===== src/rtl/wb_req_master.sv =====
// wb_req_master: single-outstanding pipelined Wishbone master.
// Turns one valid/ready request into one WB cycle and returns a one-cycle
// response pulse (read data or error). Every cycle is bounded by TIMEOUT.
// Optional feature macro: WB_MASTER_RETRY_EN (rty backs off and retries up
// to MAX_RETRY times instead of failing immediately).
module wb_req_master #(
    parameter int ADDR_W    = 32,
    parameter int TIMEOUT   = 64,
    parameter int MAX_RETRY = 3
) (
    input  logic              clk_i,
    input  logic              rst_i,
    input  logic              req_valid_i,
    output logic              req_ready_o,
    input  logic              req_we_i,
    input  logic [ADDR_W-1:0] req_addr_i,
    input  logic [3:0]        req_sel_i,
    input  logic [31:0]       req_wdata_i,
    output logic              rsp_valid_o,
    output logic              rsp_err_o,
    output logic [31:0]       rsp_rdata_o,
    output logic              wb_cyc_o,
    output logic              wb_stb_o,
    output logic              wb_we_o,
    output logic [ADDR_W-1:0] wb_adr_o,
    output logic [3:0]        wb_sel_o,
    output logic [31:0]       wb_dat_o,
    input  logic [31:0]       wb_dat_i,
    input  logic              wb_ack_i,
    input  logic              wb_err_i,
    input  logic              wb_rty_i,
    input  logic              wb_stall_i
);

`ifdef WB_MASTER_RETRY_EN
    typedef enum logic [2:0] {IDLE, REQ, WAIT, RESP, BACKOFF} state_t;
`else
    typedef enum logic [1:0] {IDLE, REQ, WAIT, RESP} state_t;
`endif

    // The counter must hold TIMEOUT itself: it increments on the abort edge.
    localparam int CNT_W = $clog2(TIMEOUT + 1);

    // Reject parameter values the timing scheme cannot honour.
    if (TIMEOUT < 2) begin : g_bad_timeout
        $error("wb_req_master: TIMEOUT must be at least 2");
    end
    if (MAX_RETRY < 0) begin : g_bad_max_retry
        $error("wb_req_master: MAX_RETRY must not be negative");
    end

    state_t           state;
    state_t           state_next;
    logic [CNT_W-1:0] tmo_cnt;
    logic             accept;
    logic             finish;
    logic             finish_err;
    logic             go_wait;
    logic             timed_out;

`ifdef WB_MASTER_RETRY_EN
    localparam int RTY_W = (MAX_RETRY < 1) ? 1 : $clog2(MAX_RETRY + 1);
    logic [RTY_W-1:0] retry_cnt;
    logic             retry;
`endif

    assign req_ready_o = (state == IDLE);
    assign accept      = (state == IDLE) && req_valid_i;
    assign timed_out   = (tmo_cnt == CNT_W'(TIMEOUT - 1));

    // State register; reset drops any cycle in flight without a response.
    always_ff @(posedge clk_i or posedge rst_i) begin
        if (rst_i) begin
            state <= IDLE;
        end else begin
            state <= state_next;
        end
    end

    // Next-state and termination decode; priority is err > rty > ack > timeout.
    always_comb begin
        state_next = state;
        finish     = 1'b0;
        finish_err = 1'b0;
        go_wait    = 1'b0;
`ifdef WB_MASTER_RETRY_EN
        retry      = 1'b0;
`endif
        case (state)
            IDLE: begin
                if (req_valid_i) begin
                    state_next = REQ;
                end
            end
            REQ, WAIT: begin
                if (wb_err_i) begin
                    finish     = 1'b1;
                    finish_err = 1'b1;
                end else if (wb_rty_i) begin
`ifdef WB_MASTER_RETRY_EN
                    if (retry_cnt < RTY_W'(MAX_RETRY)) begin
                        retry = 1'b1;
                    end else begin
                        finish     = 1'b1;
                        finish_err = 1'b1;
                    end
`else
                    finish     = 1'b1;
                    finish_err = 1'b1;
`endif
                end else if (wb_ack_i) begin
                    finish = 1'b1;
                end else if (timed_out) begin
                    finish     = 1'b1;
                    finish_err = 1'b1;
                end else if ((state == REQ) && !wb_stall_i) begin
                    go_wait = 1'b1;
                end

                if (finish) begin
                    state_next = RESP;
                end else if (go_wait) begin
                    state_next = WAIT;
                end
`ifdef WB_MASTER_RETRY_EN
                else if (retry) begin
                    state_next = BACKOFF;
                end
`endif
            end
            RESP: begin
                state_next = IDLE;
            end
`ifdef WB_MASTER_RETRY_EN
            BACKOFF: begin
                state_next = REQ;
            end
`endif
            default: begin
                state_next = IDLE;
            end
        endcase
    end

    // Registered bus/response outputs and counters; values persist in IDLE.
    always_ff @(posedge clk_i or posedge rst_i) begin
        if (rst_i) begin
            wb_cyc_o    <= 1'b0;
            wb_stb_o    <= 1'b0;
            wb_we_o     <= 1'b0;
            wb_adr_o    <= '0;
            wb_sel_o    <= '0;
            wb_dat_o    <= '0;
            rsp_valid_o <= 1'b0;
            rsp_err_o   <= 1'b0;
            rsp_rdata_o <= '0;
            tmo_cnt     <= '0;
`ifdef WB_MASTER_RETRY_EN
            retry_cnt   <= '0;
`endif
        end else begin
            rsp_valid_o <= 1'b0;
            if (accept) begin
                wb_we_o   <= req_we_i;
                wb_adr_o  <= req_addr_i;
                wb_sel_o  <= req_sel_i;
                wb_dat_o  <= req_wdata_i;
                wb_cyc_o  <= 1'b1;
                wb_stb_o  <= 1'b1;
                tmo_cnt   <= '0;
`ifdef WB_MASTER_RETRY_EN
                retry_cnt <= '0;
`endif
            end
            if ((state == REQ) || (state == WAIT)) begin
                tmo_cnt <= tmo_cnt + CNT_W'(1);
            end
            if (go_wait) begin
                wb_stb_o <= 1'b0;
            end
            if (finish) begin
                wb_cyc_o    <= 1'b0;
                wb_stb_o    <= 1'b0;
                rsp_valid_o <= 1'b1;
                rsp_err_o   <= finish_err;
                rsp_rdata_o <= (!finish_err && !wb_we_o) ? wb_dat_i : 32'h0;
            end
`ifdef WB_MASTER_RETRY_EN
            if (retry) begin
                wb_cyc_o  <= 1'b0;
                wb_stb_o  <= 1'b0;
                retry_cnt <= retry_cnt + RTY_W'(1);
            end
            if (state == BACKOFF) begin
                wb_cyc_o <= 1'b1;
                wb_stb_o <= 1'b1;
                tmo_cnt  <= '0;
            end
`endif
        end
    end

endmodule


===== config.mk =====
export PLATFORM = sky130hd
export DESIGN_NAME = wb_req_master
export DESIGN_NICKNAME = d
export VERILOG_FILES = /design/src/rtl/wb_req_master.sv
export SDC_FILE = /design/constraint.sdc
export NUM_CORES = 1
export LEC_CHECK = 0
export ABC_AREA = 1
export BUFFER_PORTS_ARGS = -buffer_cell sky130_fd_sc_hd__buf_2
export CAP_MARGIN = 20
export CORE_MARGIN = 3
export CORE_UTILIZATION = 42
export CTS_CLUSTER_SIZE = 24
export DETAILED_ROUTE_END_ITERATION = 10
export PLACE_DENSITY = 0.84
export SYNTH_ARGS = -nofsm -noshare
export SYNTH_HDL_FRONTEND = slang
export SYNTH_SLANG_ARGS = --single-unit

===== constraint.sdc =====
create_clock -name clk_i -period 4.35 [get_ports clk_i]
set_clock_uncertainty 0.05 [all_clocks]
set_input_delay 1.0875 -clock clk_i [delete_from_list [all_inputs] [get_ports clk_i]]
set_output_delay 1.0875 -clock clk_i [all_outputs]
set_load 0.02 [all_outputs]

-- Yosys cells after proc, flatten, opt, wreduce, memory -nomap -nowiden
Index checks and enable logic that the tools add are counted.
- flip-flop bits (word level): 114
- input port bits: 108
- output and inout bits: 106
- equality and inequality tests: 6
- mux-type cells: 29
- reduce and logical (&&, ||, !) cells: 13
- add/sub/neg operators: 1
- operator list (kind ; number):
    32-bit 2-to-1 mux ; 1
    1-bit 2-to-1 mux ; 22
    7-bit 2-to-1 mux ; 2
    7-bit by 1-bit adder with 7-bit output, second input constant ; 1
    7-bit by 6-bit equality test with 1-bit output, second input constant ; 1
    2-bit 2-to-1 mux ; 3
    2-bit case mux with 3 select lines ; 1
    2-bit equality test, second input constant ; 2
    2-bit nonzero test ; 2
    1-bit logical AND ; 3
    1-bit logical NOT ; 3
    3-bit != test, second input constant ; 1
    3-bit nonzero test ; 1
    2-bit by 1-bit equality test with 1-bit output, second input constant ; 1
    2-bit logical NOT ; 1
    2-bit != test, second input constant ; 1
    2-bit AND reduction ; 1
    2-bit OR reduction ; 1
    1-bit logical OR ; 1

-- Depth between registers and ports, before layout
Gate-level depths: netlist (run 1).
- word-level depth: 11
- gate-level depth with buffers: 9
- depth with buffers taken out: 9

-- Least setup slack after synthesis (run 1)
OpenSTA, ideal clock, no wires.
- path kind: input-to-reg
- start: in wb_rty_i
- end: reg rsp_rdata_o[13]
- library setup time: 76 ps
- slack: 2384 ps
- data arrival time: 1840 ps
- stages: 8
- path buffers: 1
- required time: 4224 ps
- cell sequence: inv_1 > nand2_1 > nor2_2 > nand2_8 > nand2_4 > buf_6 > nand2_1 > o21ai_1
- word-level cells in the longest chain between the ends: 6
- RTL lines (element ; line ; RTL):
    start: declaration ; 31 ; input logic wb_rty_i,
    1-bit 2-to-1 mux ; 99 ; end else if (wb_rty_i) begin
    1-bit 2-to-1 mux ; 96 ; if (wb_err_i) begin
    1-bit 2-to-1 mux ; 89 ; case (state)
    1-bit logical NOT ; 186 ; rsp_rdata_o <= (!finish_err && !wb_we_o) ? wb_dat_i : 32'h0;
    1-bit logical AND ; 186 ;
    32-bit 2-to-1 mux ; 186 ;
    end signal: assignment ; 186 ;
    end: declaration ; 21 ; output logic [31:0] rsp_rdata_o,
Parallel ways exist; a longest one is shown, timed or not. The select of a mux whose other input is x is not followed.
A chain may end at the register's enable or synchronous reset.

-- Final worst setup path (run 1)
- start: reg state[0]
- end: out req_ready_o
- word-level cells in the longest chain between the ends: 1
- RTL lines (element ; line ; RTL):
    start: declaration ; 52 ; state_t state;
    start signal: assignment ; 76 ; state <= state_next;
    2-bit logical NOT ; 67 ; assign req_ready_o = (state == IDLE);
    end: declaration ; 14 ; output logic req_ready_o,
No other way between the ends.

==> impl_metrics.env, run 1 <==
export IMPL_cts_tree="yes"
export IMPL_fp_dieH_um=111.9
export IMPL_internal_power_w=0.003020
export IMPL_hold_slack_ns=0.4205
export IMPL_io_pins=214
export IMPL_track_usage_pct=19.24
export IMPL_max_freq_mhz=399.2
export IMPL_critPathLaunchType="register"
export IMPL_drtIter0Drc=324
export IMPL_gp_congestion=0.8217
export IMPL_final_area_um2=6365
export IMPL_period_minus_slack_ns=2.505
export IMPL_layout_drive_gt1_share_pct=36.39
export IMPL_synth_top_area_share_pct=60.59
export IMPL_end_kind="output port"
export IMPL_nNetsFinal=841
export IMPL_synth_edff_count=0
export IMPL_synthCells=522
export IMPL_final_setup_tns_ns=0
export IMPL_rsz0062_at_grt="false"
export IMPL_reg2reg_setup_slack_ns=1.86
export IMPL_hold_class="reg2reg"
export IMPL_place_area_um2=5814
export IMPL_ys_ff_latch=114
export IMPL_required_ns=3.21
export IMPL_yosysSeqAreaShare_pct=60.59
export IMPL_cts_made_buffers=17
export IMPL_postRouteAntennaNets=0
export IMPL_avgSynthCellArea_um2=9.020
export IMPL_die_w_um=111.9
export IMPL_hold_end="state[1]"
export IMPL_cts_root_buffer="clkbuf_8"
export IMPL_wl_per_cell_um=13.47
export IMPL_r2r_start="state[0]"
export IMPL_worst_pin_slew_ns=0.8124
export IMPL_syn_nets=633
export IMPL_status="completed"
export IMPL_slew_headroom_pct=45.84
export IMPL_synth_area_top_cells="dfrtp_1 61%, nand2_1 21%, nand3_1 3.5%"
export IMPL_overflow=0
export IMPL_antenna_found_initial=0
export IMPL_antenna_cells=0
export IMPL_crit_type="reg2out"
export IMPL_n_fill_cell=978
export IMPL_crit_fanout=3
export IMPL_worstHoldStart="state[1]"
export IMPL_setup_viol_count_final=0
export IMPL_synth_distinct_cells=26
export IMPL_cts_setup_buffers=0
export IMPL_pwr_share_comb_pct=42.2
export IMPL_final_cells=882
export IMPL_core_area_um2=10890
export IMPL_path_clk_slew_ns=0.05
export IMPL_cts_repair_resized=0
export IMPL_arrival_ns=1.37
export IMPL_yosysTopAreaCell="dfrtp_1"
export IMPL_hpwl_mm=8.252
export IMPL_drc=0
export IMPL_io_buffers=213
export IMPL_synth_top_flop_cell="dfrtp_1"
export IMPL_reg2reg_depth=6
export IMPL_power_density_nw_per_um2=824.4
export IMPL_drv_slew=0
export IMPL_grt_pass1_wl_mm=19.62
export IMPL_p_clk_share_pct=24.4
export IMPL_worstReg2RegEnd="rsp_rdata_o[12]"
export IMPL_p_seq_share_pct=33.4
export IMPL_swShare_pct=42.44
export IMPL_cts_max_path_buffers=2
export IMPL_hold_buffers=0
export IMPL_syn_area_um2=4708
export IMPL_synth_common_cells="258 x nand2_1, 114 x dfrtp_1, 33 x nand3_1"
export IMPL_maxCapViolCount=0
export IMPL_cellLeakagePower_nw=3.625
export IMPL_hold_depth=2
export IMPL_min_period_over_period_pct=57.58
export IMPL_drt_wl_total_mm=11.88
export IMPL_clk_latency_ns=0.50
export IMPL_dp_cells=851
export IMPL_via_per_inst=4.757
export IMPL_dieArea_um2=12520
export IMPL_first_pass_iters=5
export IMPL_vias=4196
export IMPL_clock_sinks=114
export IMPL_grt_pass1_vias=4150
export IMPL_vdd_drop_max_mv=0.3714
export IMPL_yosys_warnings=0
export IMPL_initial_core_util_pct=43.24
export IMPL_p_sw_w=0.002227
export IMPL_hold_viol=0
export IMPL_area_growth_pct=35.18
export IMPL_htreeDepth=4
export IMPL_yosysMostFrequentCell="nand2_1"
export IMPL_grt_max_degree=74
export IMPL_fp_row_count=38
export IMPL_async_flop_share_pct=100.0
==> kinds of logic after synthesis <==
group | after synthesis | share of synthesized area, %
buf+inv | 44 | 4.969
fa+ha+maj | 3 | 0.7973
simple gates | 319 | 29.05
flops | 114 | 60.59
compound gates | 41 | 4.385
mux | 1 | 0.2126
==> metrics by stage <==
step	worst slack, ns	total power [W]	util, %
3_3_place_gp	1.866	0.003905	53.40
4_1_cts	1.811	0.005298	58.46
5_1_grt	1.651	0.005622	58.46
2_1_floorplan	0.1968	0.003328	-
6_report	1.845	0.005247	58.46
3_5_place_dp	1.804	0.003992	53.40
==> cell usage in the layout, fill, tap and decap left out, drive strengths merged <==
| master | synthesis | layout |
|---|---|---|
| nand2 | 262 | 262 |
| o21ai | 37 | 37 |
| nand3 | 44 | 44 |
| buf | 20 | 218 |
| o22ai | 1 | 1 |
| inv | 15 | 15 |
| clkbuf | 9 | 21 |
| or2 | 1 | 1 |
| nor2 | 10 | 10 |
| bufinv | 0 | 2 |
| nor3 | 1 | 1 |
| a21oi | 3 | 3 |
| mux2i | 1 | 1 |
| ha | 3 | 3 |
| dfrtp | 114 | 114 |
| clkinvlp | 0 | 3 |
| clkinv | 0 | 5 |
| nand4 | 1 | 1 |
==> worst max-delay path by stage <==
stage	startpoint	end	slack, ns	depth (start not counted)
detailed placement	wb_rty_i	state[0]	1.80	9
global placement	req_valid_i	wb_adr_o[10]	1.87	6
CTS	state[0]	req_ready_o	1.81	3
finish	state[0]	req_ready_o	1.85	3
floorplan	rst_i	rsp_err_o	0.20	1
global route	state[0]	rsp_rdata_o[7]	1.65	6
==> worst max-delay path: stages (launching register included) <==
cell and delay (ns):
dfrtp_1 0.40, inv_1 0.06, ha_1 0.21, buf_2 0.20
==> per-layer routing <==
metal,vias to the layer above,wire (um),global-route usage [%]
li1,2051,-,-
met1,1966,4938,23.64
met2,168,5910,32.13
met3,11,919,6.685
met4,0,114,5.758
met5,-,0,0
==> power groups by stage <==
stage / clock network, W / registers (W) / logic, W
floorplan: 0 / 0.00223 / 0.00110
global placement: 0 / 0.00175 / 0.00216
global route: 0.00136 / 0.00181 / 0.00245
CTS: 0.00131 / 0.00175 / 0.00224
detailed placement: 0 / 0.00175 / 0.00224
finish: 0.00128 / 0.00175 / 0.00221
==> layout make-up <==
| class | count | area (um^2) | share of cell area [%] |
|---|---|---|---|
| sequential | 114 | 2853 | 44.82 |
| multi-input combinational | 364 | 1624 | 25.52 |
| timing repair buffer | 218 | 1104 | 17.34 |
| clock buffer | 21 | 439.2 | 6.900 |
| tap | 140 | 175.2 | 2.752 |
| clock inverter | 10 | 111.4 | 1.750 |
| inverter | 15 | 58.81 | 0.9239 |
==> sequential cells by signal, indices dropped and copies added, names as in the netlist <==
register and flops:
rsp_err_o 1, rsp_valid_o 1, state 2, tmo_cnt 7, wb_cyc_o 1, wb_stb_o 1, wb_we_o 1, wb_adr_o 32
wb_sel_o 4, wb_dat_o 32, rsp_rdata_o 32
Note: power is estimated with default switching activity, not from simulation.
==> inputs of run 2 (changes only) <==
- ABC_AREA: 1 -> 0
- CORE_UTILIZATION: 42 -> 47
- PLACE_DENSITY: 0.84 -> 0.88
- clock period: 4.35 -> 2.4 ns (I/O delays scaled with it)
==> impl_metrics.env, run 2 <==
export IMPL_status="completed"
export IMPL_overflow=0
export IMPL_async_flop_share_pct=100.0
export IMPL_swShare_pct=37.45
export IMPL_final_setup_tns_ns=0
export IMPL_dieArea_um2=11330
export IMPL_layout_drive_gt1_share_pct=58.86
export IMPL_yosys_warnings=0
export IMPL_nNetsFinal=657
export IMPL_cts_made_buffers=17
export IMPL_rsz0062_at_grt="false"
export IMPL_initial_core_util_pct=48.52
export IMPL_via_per_inst=5.217
export IMPL_gp_congestion=0.7511
export IMPL_synth_distinct_cells=35
export IMPL_fp_dieH_um=106.4
export IMPL_cts_setup_buffers=0
export IMPL_final_cells=692
export IMPL_path_clk_slew_ns=0.05
export IMPL_clk_latency_ns=0.51
export IMPL_cellLeakagePower_nw=3.253
export IMPL_ys_ff_latch=114
export IMPL_grt_max_degree=66
export IMPL_fp_row_count=36
export IMPL_pwr_share_comb_pct=40.3
export IMPL_p_sw_w=0.003539
export IMPL_setup_viol_count_final=0
export IMPL_period_minus_slack_ns=2.182
export IMPL_reg2reg_depth=5
export IMPL_io_pins=214
export IMPL_die_w_um=106.4
export IMPL_worstReg2RegEnd="wb_dat_o[26]"
export IMPL_post_place_ws_ns=0.4486
export IMPL_required_ns=1.75
export IMPL_synth_top_area_share_pct=60.16
export IMPL_cts_max_path_buffers=2
export IMPL_end_kind="output port"
export IMPL_min_period_over_period_pct=90.91
export IMPL_drc=0
export IMPL_arrival_ns=1.53
export IMPL_mostFrequentLayoutCells="213 x buf_2, 114 x dfrtp_1, 70 x mux2_2"
export IMPL_vias=3610
export IMPL_hold_slack_ns=0.1364
export IMPL_core_area_um2=9774
export IMPL_grt_pass1_vias=3560
export IMPL_r2r_start="state[1]"
export IMPL_hpwl_mm=8.068
export IMPL_power_density_nw_per_um2=1462
export IMPL_crit_type="reg2out"
export IMPL_max_freq_mhz=458.3
export IMPL_grt_pass1_wl_mm=18.00
export IMPL_dp_cells=660
export IMPL_antenna_found_initial=0
export IMPL_drt_wl_total_mm=11.51
export IMPL_slew_headroom_pct=56.16
export IMPL_worst_pin_slew_ns=0.6576
export IMPL_drv_slew=0
export IMPL_first_pass_iters=4
export IMPL_track_usage_pct=20.50
export IMPL_clock_sinks=114
export IMPL_cts_tree="yes"
export IMPL_yosysMostFrequentCell="dfrtp_1"
export IMPL_p_clk_share_pct=25.1
export IMPL_yosysTopAreaCell="dfrtp_1"
export IMPL_reg_top3="rsp_rdata_o (32), wb_adr_o (32), wb_dat_o (32)"
export IMPL_vdd_drop_max_mv=1.024
export IMPL_synthCells=327
export IMPL_synth_area_top_cells="dfrtp_1 60%, mux2_2 17%, a221o_1 6.8%"
export IMPL_synth_common_cells="114 x dfrtp_1, 70 x mux2_2, 35 x nor2b_1"
export IMPL_drtIter0Drc=177
export IMPL_hold_viol=0
export IMPL_cts_root_buffer="clkbuf_8"
export IMPL_p_seq_share_pct=34.6
export IMPL_synth_edff_count=0
export IMPL_hold_class="in2async"
export IMPL_syn_area_um2=4742
export IMPL_antenna_cells=0
export IMPL_syn_nets=438
export IMPL_wl_per_cell_um=16.63
export IMPL_critPathLaunchType="register"
export IMPL_final_common_cell="buf_2"
export IMPL_hold_buffers=0
export IMPL_io_buffers=213
export IMPL_worst_slack_ns=0.2182
export IMPL_htreeDepth=4
export IMPL_synth_top_flop_cell="dfrtp_1"
export IMPL_crit_fanout=8
export IMPL_postRouteAntennaNets=0
export IMPL_yosysSeqAreaShare_pct=60.16
export IMPL_internal_power_w=0.005911
export IMPL_area_growth_pct=36.36
export IMPL_cts_repair_resized=0
export IMPL_reg2reg_setup_slack_ns=0.46
export IMPL_maxCapViolCount=0
export IMPL_avgSynthCellArea_um2=14.50
[run 2: cell types whose count changed in the layout (fill, tap and decap cells not counted), moves of 30 or more]
cell / before / now
nand2_1: 257 / 8
mux2_2: 0 / 70
a221o_1: 0 / 32
nand3_1: 33 / 3
o21ai_1: 32 / 0
nor2b_1: 0 / 35
[run 2: critical path: stages (launching register included)]
cell and delay (ns):
dfrtp_1 0.40, inv_1 0.11, ha_1 0.30, buf_2 0.22
[run 2: logic make-up after synthesis]
logic type      after synthesis  synth area share (%)
simple gates                 61                 8.100
xor+xnor                      1                0.1847
compound gates               49                 9.420
buf+inv                      25                 3.878
mux                          74                 17.47
fa+ha+maj                     3                0.7916
flops                       114                 60.16
[run 2: final cells by class]
type / instances / area [um^2]
multi-input combinational: 188 / 1707
sequential: 114 / 2853
timing repair buffer: 221 / 1151
fill: 737 / 3308
clock inverter: 10 / 107.6
inverter: 4 / 18.77
clock buffer: 22 / 462.9
tap: 133 / 166.4
[run 2: per-layer routing]
layer	vias up	GRT usage, %	wire (um)
li1	1637	-	-
met1	1763	24.94	4684
met2	188	33.48	5577
met3	22	6.922	1019
met4	0	8.584	229
met5	-	0	0
[run 2: worst max path at each step]
stage / start / end / slack [ns]
after floorplan: rst_i / rsp_err_o / 0.36
after global placement: wb_err_i / state[0] / 0.53
after detailed placement: wb_err_i / rsp_rdata_o[16] / 0.45
after CTS: state[1] / req_ready_o / 0.19
after global routing: state[1] / req_ready_o / 0.13
final: state[1] / req_ready_o / 0.22
[run 2: power by group through the flow]
stage | sequential (W) | clock, W | combinational [W]
2_1_floorplan | 0.00418 | 0 | 0.00166
3_3_place_gp | 0.00321 | 0 | 0.00372
3_5_place_dp | 0.00327 | 0 | 0.00384
4_1_cts | 0.00328 | 0.00243 | 0.00386
5_1_grt | 0.00338 | 0.00253 | 0.00408
6_report | 0.00327 | 0.00237 | 0.00381
[run 2: per-stage QoR]
step | instance area [um^2] | power [W] | util [%]
final | 6466 | 0.009450 | 66.15
after global routing | 6466 | 0.009991 | 66.15
after CTS | 6466 | 0.009566 | 66.15
after detailed placement | 5896 | 0.007110 | 60.32
after global placement | 5896 | 0.006924 | 60.32
after floorplan | 4746 | 0.005845 | -
==> inputs of run 3 (changes only) <==
- REMOVE_ABC_BUFFERS: default -> 1
==> impl_metrics.env, run 3 (same netlist as run 2, synthesis figures left out) <==
export IMPL_status="completed"
export IMPL_reg_top3="rsp_rdata_o (32), wb_adr_o (32), wb_dat_o (32)"
export IMPL_final_cells=691
export IMPL_track_usage_pct=20.91
export IMPL_hpwl_mm=8.469
export IMPL_drtIter0Drc=214
export IMPL_initial_core_util_pct=48.52
export IMPL_p_clk_share_pct=26.0
export IMPL_reg2reg_depth=5
export IMPL_first_pass_iters=4
export IMPL_clock_sinks=114
export IMPL_overflow=0
export IMPL_grt_max_degree=115
export IMPL_dp_cells=658
export IMPL_drc=0
export IMPL_htreeDepth=4
export IMPL_slew_headroom_pct=60.69
export IMPL_cts_setup_buffers=0
export IMPL_io_pins=214
export IMPL_grt_pass1_vias=3602
export IMPL_via_per_inst=5.132
export IMPL_min_period_over_period_pct=88.04
export IMPL_cts_max_path_buffers=2
export IMPL_worstReg2RegEnd="tmo_cnt[6]"
export IMPL_path_clk_slew_ns=0.05
export IMPL_hold_slack_ns=0.1977
export IMPL_core_area_um2=9774
export IMPL_drt_wl_total_mm=11.65
export IMPL_worst_slack_ns=0.2870
export IMPL_power_density_nw_per_um2=1469
export IMPL_hold_viol=0
export IMPL_arrival_ns=1.46
export IMPL_p_sw_w=0.003528
export IMPL_period_minus_slack_ns=2.113
export IMPL_cellLeakagePower_nw=3.263
export IMPL_internal_power_w=0.006003
export IMPL_clk_latency_ns=0.49
export IMPL_crit_type="reg2out"
export IMPL_post_place_ws_ns=0.4921
export IMPL_n_fill_cell=728
export IMPL_wl_per_cell_um=16.86
export IMPL_drv_slew=0
export IMPL_fp_dieH_um=106.4
export IMPL_end_kind="output port"
export IMPL_hold_class="in2async"
export IMPL_required_ns=1.75
export IMPL_crit_fanout=8
export IMPL_r2r_start="state[0]"
export IMPL_hold_buffers=0
export IMPL_place_area_um2=5892
export IMPL_layout_drive_gt1_share_pct=58.53
export IMPL_area_growth_pct=36.86
export IMPL_antenna_found_initial=1
export IMPL_fp_row_count=36
export IMPL_setup_viol_count_final=0
export IMPL_multi_input_area_um2=1707
export IMPL_max_freq_mhz=473.3
export IMPL_dieArea_um2=11330
export IMPL_reg2reg_setup_slack_ns=0.49
export IMPL_vias=3546
export IMPL_cts_made_buffers=17
export IMPL_die_w_um=106.4
export IMPL_postRouteAntennaNets=0
export IMPL_rsz0062_at_grt="false"
export IMPL_cts_root_buffer="clkbuf_8"
export IMPL_vdd_drop_max_mv=0.5925
export IMPL_final_area_um2=6490
export IMPL_io_buffers=213
export IMPL_cts_repair_resized=0
export IMPL_maxCapViolCount=0
export IMPL_p_seq_share_pct=34.1
export IMPL_final_common_cell="buf_2"
export IMPL_seq_area_um2=2853
export IMPL_cts_tree="yes"
export IMPL_nNetsFinal=655
export IMPL_swShare_pct=37.02
export IMPL_critPathLaunchType="register"
export IMPL_grt_pass1_wl_mm=18.36
export IMPL_gp_congestion=0.7820
export IMPL_mostFrequentLayoutCells="213 x buf_2, 114 x dfrtp_1, 70 x mux2_2"
export IMPL_worst_pin_slew_ns=0.5897
export IMPL_pwr_share_comb_pct=39.9
-- run 3: cell count changes in the layout (fill, tap and decap cells not counted) --
| cell | delta |
|---|---|
| clkbuf_1 | +1 |
| diode_2 | +1 |
| bufinv_16 | +1 |
| buf_4 | -3 |
| inv_4 | +1 |
| clkinv_2 | -2 |
| buf_12 | +1 |
| clkinvlp_4 | -2 |
| clkinv_4 | +1 |
-- run 3: critical path, stage by stage, from the launching register on --
cell and delay, ns:
dfrtp_1 0.39, inv_1 0.08, ha_1 0.28, buf_2 0.22
-- run 3: layout make-up --
type	instances	area share, %
antenna	1	0.03856
clock inverter	9	1.986
tap	133	2.564
multi-input combinational	188	26.30
inverter	4	0.2699
clock buffer	23	7.191
timing repair buffer	219	17.70
sequential	114	43.96
-- run 3: per-stage QoR --
| step | power [W] | TNS (ns) | util, % |
|---|---|---|---|
| global placement | 0.006926 | 0 | 60.28 |
| floorplan | 0.005725 | -201.41 | - |
| CTS | 0.009652 | 0 | 66.37 |
| detailed placement | 0.007123 | 0 | 60.28 |
| finish | 0.009531 | 0 | 66.40 |
| global route | 0.01009 | 0 | 66.40 |
-- run 3: worst max path at each step --
stage	endpoint	slack, ns	startpoint	depth (start not counted)
2_1_floorplan	rsp_err_o	-1.27	rst_i	1
3_3_place_gp	tmo_cnt[6]	0.55	state[0]	5
3_5_place_dp	rsp_rdata_o[25]	0.49	wb_err_i	5
4_1_cts	req_ready_o	0.26	state[1]	3
5_1_grt	req_ready_o	0.17	state[1]	3
6_report	req_ready_o	0.29	state[1]	3
-- run 3: routing by layer --
layer  part of all wire [%]  global-route usage [%]  vias to the layer above
met4                    2.7                   9.406                        0
met3                    6.8                   5.829                       20
li1                       -                       -                     1631
met5                      0                       0                        -
met2                     51                   35.48                      151
met1                     39                   24.78                     1744
-- run 3: power groups by stage --
stage | sequential [W] | clock (W) | combinational, W
3_3_place_gp | 0.00320 | 0 | 0.00373
6_report | 0.00325 | 0.00248 | 0.00381
5_1_grt | 0.00337 | 0.00263 | 0.00409
3_5_place_dp | 0.00327 | 0 | 0.00386
2_1_floorplan | 0.00418 | 0 | 0.00155
4_1_cts | 0.00326 | 0.00253 | 0.00386
